File: src/rtl/frame_filter_writer.sv
// frame_filter_writer
//   Fills the scan-out frame buffer from a source image ROM. A start pulse
//   streams the whole image through a per-pixel filter. Results are written
//   to the frame-buffer port in raster order, two cycles after each ROM
//   address is presented.
//
// Ports
//   clk       system clock
//   rst       asynchronous, active-low reset (aborts any frame in progress)
//   start     one-cycle frame request, honoured only while idle
//   mode      filter select, latched at start:
//               0/5/6/7 pass, 1 invert, 2 gray, 3 threshold, 4 horizontal edge
//   busy      high while reading/flushing a frame (N+2 cycles)
//   done      one-cycle pulse in the cycle after the last write
//   src_addr  source ROM address; the ROM answers one cycle later on src_data
//   src_data  source pixel {red[11:8], blue[7:4], green[3:0]}
//   fb_addr   frame-buffer write address
//   fb_data   frame-buffer write data
//   fb_we     frame-buffer write enable
module frame_filter_writer #(
    parameter int IMG_W  = 200,
    parameter int IMG_H  = 150,
    parameter int ADDR_W = 17
) (
    input  logic              clk,
    input  logic              rst,
    input  logic              start,
    input  logic [2:0]        mode,
    output logic              busy,
    output logic              done,
    output logic [ADDR_W-1:0] src_addr,
    input  logic [11:0]       src_data,
    output logic [ADDR_W-1:0] fb_addr,
    output logic [11:0]       fb_data,
    output logic              fb_we
);

    localparam int N   = IMG_W * IMG_H;
    localparam int X_W = (IMG_W > 1) ? $clog2(IMG_W) : 1;
    localparam logic [ADDR_W-1:0] LAST_ADDR = ADDR_W'(N - 1);
    localparam logic [X_W-1:0]    LAST_X    = X_W'(IMG_W - 1);

    typedef enum logic [1:0] {IDLE, RUN, FLUSH, DONE} state_t;

    state_t state_reg, state_next;

    logic [ADDR_W-1:0] src_addr_reg;
    logic [X_W-1:0]    x_reg;
    logic [2:0]        mode_reg;
    logic              flush_cnt_reg;

    // Stage 1: the address presented last cycle, whose data is on src_data now.
    logic              s1_valid_reg;
    logic [ADDR_W-1:0] s1_addr_reg;
    logic              s1_col0_reg;
    logic [3:0]        prev_gray_reg;

    logic [ADDR_W-1:0] fb_addr_reg;
    logic [11:0]       fb_data_reg;
    logic              fb_we_reg;

    logic [11:0]       filt_data;
    logic [11:0]       inv_data;
    logic [5:0]        gray_sum;
    logic [3:0]        gray;
    logic [3:0]        gray_prev;
    logic [3:0]        edge_val;

    // ---------------------------------------------------------------- FSM
    always_ff @(posedge clk or negedge rst) begin
        if (!rst) begin
            state_reg <= IDLE;
        end else begin
            state_reg <= state_next;
        end
    end

    always_comb begin
        state_next = state_reg;
        busy       = 1'b0;
        done       = 1'b0;
        case (state_reg)
            IDLE: begin
                if (start) begin
                    state_next = RUN;
                end
            end
            RUN: begin
                busy = 1'b1;
                if (src_addr_reg == LAST_ADDR) begin
                    state_next = FLUSH;
                end
            end
            FLUSH: begin
                busy = 1'b1;
                // Two cycles: one for the ROM read, one for the write register.
                if (flush_cnt_reg) begin
                    state_next = DONE;
                end
            end
            DONE: begin
                done       = 1'b1;
                state_next = IDLE;
            end
            default: state_next = IDLE;
        endcase
    end

    // ---------------------------------------------------------------- filter
    // Gray weights green twice; the 6-bit sum peaks at 60, so >>2 fits 4 bits.
    assign gray_sum  = {2'b00, src_data[11:8]} + {2'b00, src_data[7:4]}
                     + {1'b0, src_data[3:0], 1'b0};
    assign gray      = 4'(gray_sum >> 2);
    // At the start of a row the pixel is compared with itself, so no edge
    // bleeds across the row boundary.
    assign gray_prev = s1_col0_reg ? gray : prev_gray_reg;
    assign edge_val  = (gray >= gray_prev) ? (gray - gray_prev) : (gray_prev - gray);

    generate
        for (genvar gi = 0; gi < 3; gi++) begin : g_inv
            assign inv_data[gi*4 +: 4] = 4'hF - src_data[gi*4 +: 4];
        end
    endgenerate

    always_comb begin
        filt_data = src_data;
        case (mode_reg)
            3'd1:    filt_data = inv_data;
            3'd2:    filt_data = {gray, gray, gray};
            3'd3:    filt_data = gray[3] ? 12'hFFF : 12'h000;
            3'd4:    filt_data = {edge_val, edge_val, edge_val};
            default: filt_data = src_data;
        endcase
    end

    // ---------------------------------------------------------------- datapath
    always_ff @(posedge clk or negedge rst) begin
        if (!rst) begin
            src_addr_reg  <= '0;
            x_reg         <= '0;
            mode_reg      <= '0;
            flush_cnt_reg <= 1'b0;
            s1_valid_reg  <= 1'b0;
            s1_addr_reg   <= '0;
            s1_col0_reg   <= 1'b0;
            prev_gray_reg <= '0;
            fb_addr_reg   <= '0;
            fb_data_reg   <= '0;
            fb_we_reg     <= 1'b0;
        end else begin
            if (state_reg == IDLE && start) begin
                src_addr_reg <= '0;
                x_reg        <= '0;
                mode_reg     <= mode;
            end else if (state_reg == RUN && src_addr_reg != LAST_ADDR) begin
                src_addr_reg <= src_addr_reg + 1'b1;
                x_reg        <= (x_reg == LAST_X) ? '0 : x_reg + 1'b1;
            end

            flush_cnt_reg <= (state_reg == FLUSH) ? ~flush_cnt_reg : 1'b0;

            // The column-0 flag travels with its address so the edge filter
            // knows a row boundary when the data arrives.
            s1_valid_reg <= (state_reg == RUN);
            s1_addr_reg  <= src_addr_reg;
            s1_col0_reg  <= (x_reg == '0);

            fb_we_reg <= s1_valid_reg;
            if (s1_valid_reg) begin
                fb_addr_reg   <= s1_addr_reg;
                fb_data_reg   <= filt_data;
                prev_gray_reg <= gray;
            end else if (state_reg == IDLE && start) begin
                prev_gray_reg <= '0;
            end
        end
    end

    assign src_addr = src_addr_reg;
    assign fb_addr  = fb_addr_reg;
    assign fb_data  = fb_data_reg;
    assign fb_we    = fb_we_reg;

endmodule

File: config.mk
export PLATFORM = sky130hd
export DESIGN_NAME = frame_filter_writer
export DESIGN_NICKNAME = d
export VERILOG_FILES = /design/src/rtl/frame_filter_writer.sv
export SDC_FILE = /design/constraint.sdc
export NUM_CORES = 1
export LEC_CHECK = 0
export CAP_MARGIN = 30
export CORE_ASPECT_RATIO = 1.4
export CORE_MARGIN = 2
export CORE_UTILIZATION = 54
export CTS_CLUSTER_SIZE = 10
export DETAILED_ROUTE_END_ITERATION = 6
export PLACE_DENSITY_LB_ADDON = 0.25
export SYNTH_ARGS = -nofsm -noshare
export SYNTH_HDL_FRONTEND = slang
export SYNTH_SLANG_ARGS = --single-unit
File: constraint.sdc
create_clock -name clk -period 3.05 [get_ports clk]
set_clock_uncertainty 0.05 [all_clocks]
set_input_delay 0.4575 -clock clk [delete_from_list [all_inputs] [get_ports clk]]
set_output_delay 0.4575 -clock clk [all_outputs]
set_load 0.02 [all_outputs]
### Yosys cells after proc, flatten, opt, wreduce, memory -nomap -nowiden

Cells that the tools add are included.

| storage, ports and cells | value |
|---|---|
| bits in registers | 84 |
| word-level logic and storage cells | 62 |

| cells by class | value |
|---|---|
| add/subtract/negate cells | 9 |
| $lt $le $gt $ge | 1 |
| equal/unequal tests | 13 |
| mux-type cells | 18 |
| bitwise operators | 1 |
| reductions and logical operators | 8 |

Operator list:

| cell | number |
|---|---|
| case mux 12 bit (4 select lines) | 1 |
| two-way mux 17 bit | 2 |
| two-way mux 8 bit | 3 |
| adder 17 x 1 -> 17 bit, second input constant | 1 |
| equality test 17 x 15 -> 1 bit, second input constant | 1 |
| != test 17 x 15 -> 1 bit, second input constant | 1 |
| two-way mux 4 bit | 4 |
| two-way mux 12 bit | 1 |
| subtractor 4 bit, first input constant | 3 |
| adder 8 x 1 -> 8 bit, second input constant | 1 |
| equality test 8 bit, second input constant | 1 |
| logical NOT 8 bit | 1 |
| case mux 2 bit (4 select lines) | 1 |
| subtractor 4 bit | 2 |
| adder 5 x 5 -> 6 bit | 1 |
| equality test 3 x 2 -> 1 bit, second input constant | 2 |
| two-way mux 2 bit | 3 |
| != test 2 bit, second input constant | 3 |
| adder 4 x 4 -> 5 bit | 1 |
| equality test 2 bit, second input constant | 2 |
| greater-or-equal comparator 4 bit | 1 |
| nonzero test 2 bit | 2 |
| equality test 3 x 1 -> 1 bit, second input constant | 1 |
| equality test 3 bit, second input constant | 1 |
| 7 further kinds | 10 |

### Logic depth before layout (Yosys ltp)

Gate-level depths: netlist of the first run.

| depth | value |
|---|---|
| word-level depth | 6 |
| depth in mapped cells | 17 |
| gate-level depth less buffers | 17 |

### Worst setup path before layout of the first run

OpenSTA, ideal clock, no wires.

| path | value |
|---|---|
| path type | input-to-reg |
| start point | input src_data[0] |
| end point | register fb_data_reg[11] (netlist: fb_data[11]) |
| library setup time | 0.130 ns |
| arrival time | 3.369 ns |
| data required time | 2.870 ns |
| path slack | -0.499 ns |
| stages | 13 |
| buffers on the path | 0 |
| path through | inv_1 > fa_1 > nor2_1 > fa_1 > xnor2_1 > a21oi_1 > fa_1 > nand3b_1 > a21oi_1 > a21oi_2 > mux2i_1 > xnor2_1 > o21ai_0 |

| between the ends | value |
|---|---|
| longest elaborated chain between the ends | 5 |

RTL lines:

| item | line | RTL |
|---|---|---|
| start: declaration | 32 | `input logic [11:0] src_data,` |
| adder 5 x 5 -> 6 bit * | 112 | `+ {1'b0, src_data[3:0], 1'b0};` |
| two-way mux 4 bit | 116 | `assign gray_prev = s1_col0_reg ? gray : prev_gray_reg;` |
| subtractor 4 bit or greater-or-equal comparator 4 bit (tied branches) | 117 | `assign edge_val = (gray >= gray_prev) ? (gray - gray_prev) : (gray_prev - gray);` |
| two-way mux 4 bit | 117 |  |
| case mux 12 bit (4 select lines) * | 127 | `case (mode_reg)` |
| end signal: assignment | 171 | `fb_data_reg <= filt_data;` |
| end: declaration | 59 | `logic [11:0] fb_data_reg;` |

Mark *: on every way between the ends. The rest lies on a longest branch, timed or not.
A chain may end at the register's enable or synchronous reset.

### Final worst setup path of the first run

| path | value |
|---|---|
| start point | input src_data[1] |
| end point | register fb_data_reg[1] (netlist: fb_data[1]) |

| between the ends | value |
|---|---|
| longest elaborated chain between the ends | 5 |

RTL lines:

| item | line |
|---|---|
| adder 5 x 5 -> 6 bit | 112 |
| two-way mux 4 bit | 116 |
| subtractor 4 bit or greater-or-equal comparator 4 bit (tied branches) | 117 |
| two-way mux 4 bit | 117 |
| case mux 12 bit (4 select lines) * | 127 |

Marked as above.

==> results of run 1 <==
==> stage by stage <==
step | area (um^2) | hold WS, ps
floorplan | 4310 | 112
global placement | 5300 | 357
detailed placement | 5330 | 358
CTS | 5560 | 376
global route | 5620 | 387
finish | 5620 | 376
==> cell type report <==
| type | count | share of cell area, % |
|---|---|---|
| Clock inverter | 5 | 0.668 |
| Sequential cell | 84 | 37.4 |
| Clock buffer | 11 | 2.52 |
| Tap cell | 97 | 2.16 |
| Multi-Input combinational cell | 279 | 37.5 |
| Inverter | 27 | 1.98 |
| Timing Repair Buffer | 111 | 17.8 |
==> synthesized netlist by cell type, types with 4 or more instances <==
master | count | share of area (%)
dfrtp_1 | 84 | 50
nand2_1 | 36 | 3.2
nor2_1 | 36 | 3.2
o21ai_0 | 32 | 3.8
inv_1 | 27 | 2.4
a21oi_1 | 20 | 2.4
mux2_2 | 19 | 5.1
ha_1 | 18 | 5.4
nand3_1 | 15 | 1.8
xnor2_1 | 11 | 2.3
clkbuf_1 | 10 | 0.90
xor2_1 | 9 | 1.9
and3_1 | 7 | 1.0
or3_1 | 7 | 1.0
fa_1 | 6 | 2.9
nand2b_1 | 6 | 0.90
o22ai_1 | 6 | 0.90
mux2i_1 | 5 | 1.2
nand3b_1 | 4 | 0.72
==> cell usage in the layout (no fill, tap or decap), types with 4 or more instances in the layout <==
cell type and instances:
a21oi_2 4, o21ai_0 29, or3_1 7, nand3_1 15, and3_1 7, buf_4 45, o22ai_1 6, nor2_1 35
clkbuf_8 10, dfrtp_1 84, fa_2 6, xnor2_1 8, inv_1 22, nand2_1 34, ha_4 5, mux2i_1 4
ha_1 13, nand3b_1 4, nand2b_1 5, clkdlybuf4s50_1 56, a21oi_1 15, mux2_2 17, buf_2 5, xor2_1 9
==> layer usage <==
| layer | wire (um) | up-vias | track usage (%) |
|---|---|---|---|
| li1 | - | 1605 | - |
| met1 | 3920 | 1675 | 29.7 |
| met2 | 5320 | 121 | 45.3 |
| met3 | 418 | 30 | 4.76 |
| met4 | 312 | 0 | 12.3 |
| met5 | 0 | - | 0 |
==> power by group through the flow <==
stage	sequential, W	combinational (W)	clock (W)
3_5_place_dp	0.00117	0.000756	0
5_1_grt	0.00115	0.000947	0.000789
2_1_floorplan	0.00118	0.000447	0
4_1_cts	0.00115	0.000797	0.000747
3_3_place_gp	0.00117	0.000734	0
6_report	0.00115	0.000876	0.000729
==> worst register-to-register path, cell delays in order, from the launching register on <==
cell	delay, ps
dfrtp_1	540
mux2_4	360
ha_4	170
fa_2	380
nand3b_1	130
a21oi_2	90
a21oi_4	210
mux2i_1	260
a31oi_2	160
a21oi_1	190
==> timing repair <==
action                                  4_1_cts  5_1_grt
hold buffers                                  1        0
endpoints found under the setup margin       12        9
endpoints found under the hold margin         6        0
pin swaps                                    19       15
gates resized for setup                      46        8
gates cloned                                  0        0
buffers inserted                              6        3
==> path summary, 6_finish.rpt <==
kind / slack, ps / end / startpoint
setup / recovery: -280 / fb_data[1] / src_data[1]
hold / removal: 380 / flush_cnt_reg / flush_cnt_reg
setup reg to reg: 450 / fb_data[1] / s1_col0_reg
hold reg to reg: 380 / flush_cnt_reg / flush_cnt_reg
max in group asynchronous: 1830 / fb_addr[5] / rst
min in group asynchronous: 530 / fb_data[3] / rst
==> cell families after synthesis <==
| logic type | Yosys count | share of synthesized area, % |
|---|---|---|
| muxes | 25 | 6.68 |
| AOI/OAI and AO/OA | 82 | 12.3 |
| DFF | 84 | 50.3 |
| adders and majority gates | 24 | 8.27 |
| buffers and inverters | 40 | 3.62 |
| and+or+nand+nor | 128 | 14.6 |
| xor gates and xnor gates | 20 | 4.19 |
==> reports/results.txt, run 1 <==
Starting Density: 56.4%
VDD IR max: 0.394 mV
I/O pin total: 67
dpl cells: 589
Syn-to-layout area delta: 34.4%
via count: 3431
crit path buf inv count: 1
Worst-Skew Late Latency: 370 ps
EDFF count, synth: 0
first-pass GRT wire length: 16600 um
FILL cells: 494
Setup Viol. Count Final: 9
H-tree levels: 3
number of global-route vias before repair: 3506
Cell Rows: 37
Slew Viols, Final: 0
final wirelength: 9980 um
CTS max path bufs: 2
Arr. time, crit path: 3570 ps
register clock-pin slew on the reported worst setup and hold paths: 90 ps
count of unique library cells instantiated by Yosys: 45
grt ovf: 0
All-Layer GR Usage: 25.5%
post-DP HPWL: 7020 um
setup ws final: -277 ps
Worst setup SP type: input port
internal power: 0.00191 W
CTS Buf Count: 9
Rel. slew slack: 50.0%
synthesized net count: 445
Reg2Reg Depth: 9
core box area: 7410 um^2
Die ar.: 8470 um^2
achievable frequency: 301 MHz
Clk pwr share: 26.4%
nets@finish: 554
DR pass1 iterations: 4
Crit path depth: 12
status: complete, but fails checks
die width: 78.3 um
crit-path cells: buf_2 > fa_2 > fa_2 > mux2_4 > ha_4 > fa_2 > nand3b_1 > a21oi_2 > a21oi_4 > mux2i_1 > a31oi_2 > a21oi_1
Final TNS setup: -2190 ps
CP Class: input port to flop
Detailed Route Iter0 Violations: 189
CP delay by family, top: adder cells
Psw: 0.000843 W
residual DRC count: 0
MaxCap Viol Count: 0
sequential area share after synthesis: 50.3%
total chip power: 0.00276 W
fin cells: 614
ys flop type: dfrtp_1
final core utilization: 75.8%
antenna violations before repair: 0
CP peak stage delay: 630 ps
Worst Tran Pin Value: 750 ps
Setup WS pre-CTS: -1160 ps
port bufs: 66
Mapped Area: 4180 um^2
CTS root buf: clkbuf_8
Final Hold Viols: 0
slowest CP cell: fa_2
GPL Wtd Cong: 0.904
fin crit period: 3330 ps
CP Capture Type: flop
average cell area after synthesis: 10.4 um^2
Routed WL per cell: 16.3 um
RSZ-0062 raised after global routing: yes
antenna-violating nets left: 0
CTS tree: yes
CP Max Fanout: 4
Sw Share: 30.6%
register area: 2100 um^2
ant diodes: 0
Crit path top cell by count: fa_2
Yosys reg bits: 84
Leakage: 2.56 nW
failing checks: negative setup slack
cell count after synthesis: 403
YS warnings: 0
vias per inst: 5.59
Multi-input gate area: 2100 um^2
Final Cycle Share: 109%
# clock sinks: 84
WP data required: 3300 ps
Logic pwr share: 31.8%
share of synthesized registers carrying an async set or reset: 100%
Hold Path Class: flop to flop
Die Y: 108 um
worst hold path depth: 1
largest net degree at the start of global routing: 50
Reg power frac: 41.8%
layout cells sized above 1: 24.4%
Pwr Density: 491 nW/um^2
Note: power is estimated with default switching activity, not from simulation.
==> inputs of run 2 (changes only) <==
--- a/config.mk
+++ b/config.mk
@@ -11,6 +11,7 @@
 export CORE_UTILIZATION = 54
 export CTS_CLUSTER_SIZE = 10
 export DETAILED_ROUTE_END_ITERATION = 6
+export GPL_TIMING_DRIVEN = 0
 export PLACE_DENSITY_LB_ADDON = 0.25
 export SYNTH_ARGS = -nofsm -noshare
 export SYNTH_HDL_FRONTEND = slang
==> run 2 against run 1 <==
Compared with the run above:
- the flow still finishes with violations (negative setup slack)
- flip-flop and latch count unchanged
- global-route usage is 0.50 points lower
- fmax decreased by 0.84%
- clock power rose by 2.9%
- core utilization shrank 1.3 points
- design area decreased by 1.7%
- power is 1.5% lower
- largest cell class unchanged
- sequential share of layout area is 0.65 points higher
- final cell count is 2.1% lower
- count of clock-buffer cells in the layout down 2
- critical path depth grew 4
==> reports/results.txt, run 2 (same netlist as run 1, synthesis figures left out) <==
status: complete, but fails checks (unchanged)
Hold Path Class: input port to asynchronous set/reset pin (was flop to flop)
port bufs: 66 (unchanged)
layout cells sized above 1: 20.4% (was 24.4%)
core box area: 7410 um^2 (unchanged)
register clock-pin slew on the reported worst setup and hold paths: 90 ps (about the same)
crit-path cells: buf_2 > fa_1 > ha_4 > nand2_4 > o31ai_4 > xnor2_2 > inv_2 > mux2_4 > inv_2 > ha_4 > nand3b_1 > a21oi_2 > a21oi_2 > o2111ai_1 > o211ai_1 > a31oi_1 (was buf_2 > fa_2 > fa_2 > mux2_4 > ha_4 > fa_2 > nand3b_1 > a21oi_2 > a21oi_4 > mux2i_1 > a31oi_2 > a21oi_1)
Setup WS pre-CTS: -1380 ps (was -1160 ps)
ant diodes: 0 (unchanged)
Arr. time, crit path: 3530 ps (was 3570 ps)
fin crit period: 3360 ps (was 3330 ps)
register area: 2100 um^2 (unchanged)
Cell Rows: 37 (unchanged)
Final TNS setup: -2530 ps (was -2190 ps)
CP delay by family, top: compound AO/OA/AOI/OAI gates (was adder cells)
GPL Wtd Cong: 0.858 (was 0.904)
Leakage: 2.46 nW (was 2.56 nW)
die width: 78.3 um (unchanged)
Slew Viols, Final: 0 (unchanged)
CTS max path bufs: 2 (unchanged)
I/O pin total: 67 (unchanged)
failing checks: negative setup slack (unchanged)
final core utilization: 74.5% (was 75.8%)
Worst setup SP type: input port (unchanged)
Min Hold Slack: 8.10 ps (was 376 ps)
Syn-to-layout area delta: 32.1% (was 34.4%)
fin cells: 601 (was 614)
Final Hold Viols: 0 (unchanged)
Worst-Skew Late Latency: 360 ps (was 370 ps)
Rel. slew slack: 53.5% (was 50.0%)
crit path buf inv count: 3 (was 1)
commonest non-fill, non-tap cell in the layout: dfrtp_1 (unchanged)
nets@finish: 541 (was 554)
All-Layer GR Usage: 25.0% (was 25.5%)
CP Class: input port to flop (unchanged)
FILL cells: 494 (unchanged)
MaxCap Viol Count: 0 (unchanged)
slowest CP cell: fa_1 (was fa_2)
Worst Tran Pin Value: 693 ps (was 750 ps)
grt ovf: 0 (unchanged)
via count: 3423 (was 3431)
CTS root buf: clkbuf_8 (unchanged)
CP peak stage delay: 510 ps (was 630 ps)
RSZ-0062 raised after global routing: yes (unchanged)
post-DP HPWL: 7030 um (was 7020 um)
setup ws final: -305 ps (was -277 ps)
achievable frequency: 298 MHz (was 301 MHz)
Final Cycle Share: 110% (was 109%)
Detailed Route Iter0 Violations: 141 (was 189)
H-tree levels: 3 (unchanged)
first-pass GRT wire length: 16300 um (was 16600 um)
antenna-violating nets left: 0 (unchanged)
Die ar.: 8470 um^2 (unchanged)
CP Max Fanout: 4 (unchanged)
Setup Viol. Count Final: 9 (unchanged)
antenna violations before repair: 0 (unchanged)
most frequent cells in the layout: 84 x dfrtp_1, 54 x clkdlybuf4s50_1, 35 x nor2_1, 33 x nand2_1, 28 x o21ai_0 (was 84 x dfrtp_1, 56 x clkdlybuf4s50_1, 45 x buf_4, 35 x nor2_1, 34 x nand2_1)
CP Capture Type: flop (unchanged)
Pwr Density: 492 nW/um^2 (was 491 nW/um^2)
Multi-input gate area: 2130 um^2 (was 2100 um^2)
dpl cells: 567 (was 589)
WP data required: 3220 ps (was 3300 ps)
CTS Buf Count: 9 (unchanged)
VDD IR max: 0.468 mV (was 0.394 mV)
final wirelength: 10300 um (was 9980 um)
DR pass1 iterations: 4 (unchanged)
largest net degree at the start of global routing: 48 (was 50)
CTS Hold Bufs: 0 (was 1)
# clock sinks: 84 (unchanged)
residual DRC count: 0 (unchanged)
Starting Density: 56.4% (unchanged)
number of global-route vias before repair: 3482 (was 3506)
vias per inst: 5.70 (was 5.59)
Die Y: 108 um (unchanged)
CTS tree: yes (unchanged)
Routed WL per cell: 17.2 um (was 16.3 um)
==> run 2: repair_timing <==
action | in CTS | in global routing
cloned | 0 | 0
resized for setup | 56 | 10
setup endpoints to repair | 12 | 9
buffers inserted | 14 | 4
pin swaps | 23 | 7
==> run 2: where the power goes <==
| group | total, W | internal, W | switching, W | leakage (nW) |
|---|---|---|---|---|
| Clock | 0.000750 | 0.000307 | 0.000443 | 0.0881 |
| Sequential | 0.00115 | 0.00114 | 0.0000162 | 1.04 |
| Combinational | 0.000814 | 0.000402 | 0.000412 | 1.33 |
==> run 2: path summary, 6_finish.rpt <==
| path | startpoint | endpoint | slack, ps | cells past startpoint |
|---|---|---|---|---|
| max reg2reg | s1_col0_reg | fb_data[6] | 400 | 9 |
| max | src_data[7] | fb_data[6] | -310 | 16 |
| min | rst | fb_data[1] | 8 | 1 |
| min reg2reg | flush_cnt_reg | flush_cnt_reg | 370 | 1 |
| min in group clk | src_data[1] | fb_data[1] | 310 | 3 |
| max in group asynchronous | rst | s1_addr_reg[4] | 2360 | 2 |
==> run 2: cell type report <==
class | count | area share [%]
multi-input combinational | 279 | 38.7
sequential | 84 | 38.1
timing repair buffer | 85 | 14.8
clock buffer | 9 | 2.24
tap | 97 | 2.20
inverter | 27 | 2.02
clock inverter | 7 | 1.04
buffer | 13 | 0.907
==> run 2: layer usage <==
layer	global-route usage (%)	vias up	wire [um]
li1	-	1582	-
met1	28.5	1669	3960
met2	43.7	138	5410
met3	3.84	34	490
met4	16.0	0	452
met5	0	-	0
==> run 2: stage by stage <==
stage / instance area [um^2] / power [W]
6_report: 5520 / 0.00272
5_1_grt: 5520 / 0.00283
3_3_place_gp: 5090 / 0.00177
2_1_floorplan: 4310 / 0.00163
3_5_place_dp: 5120 / 0.00180
4_1_cts: 5430 / 0.00265
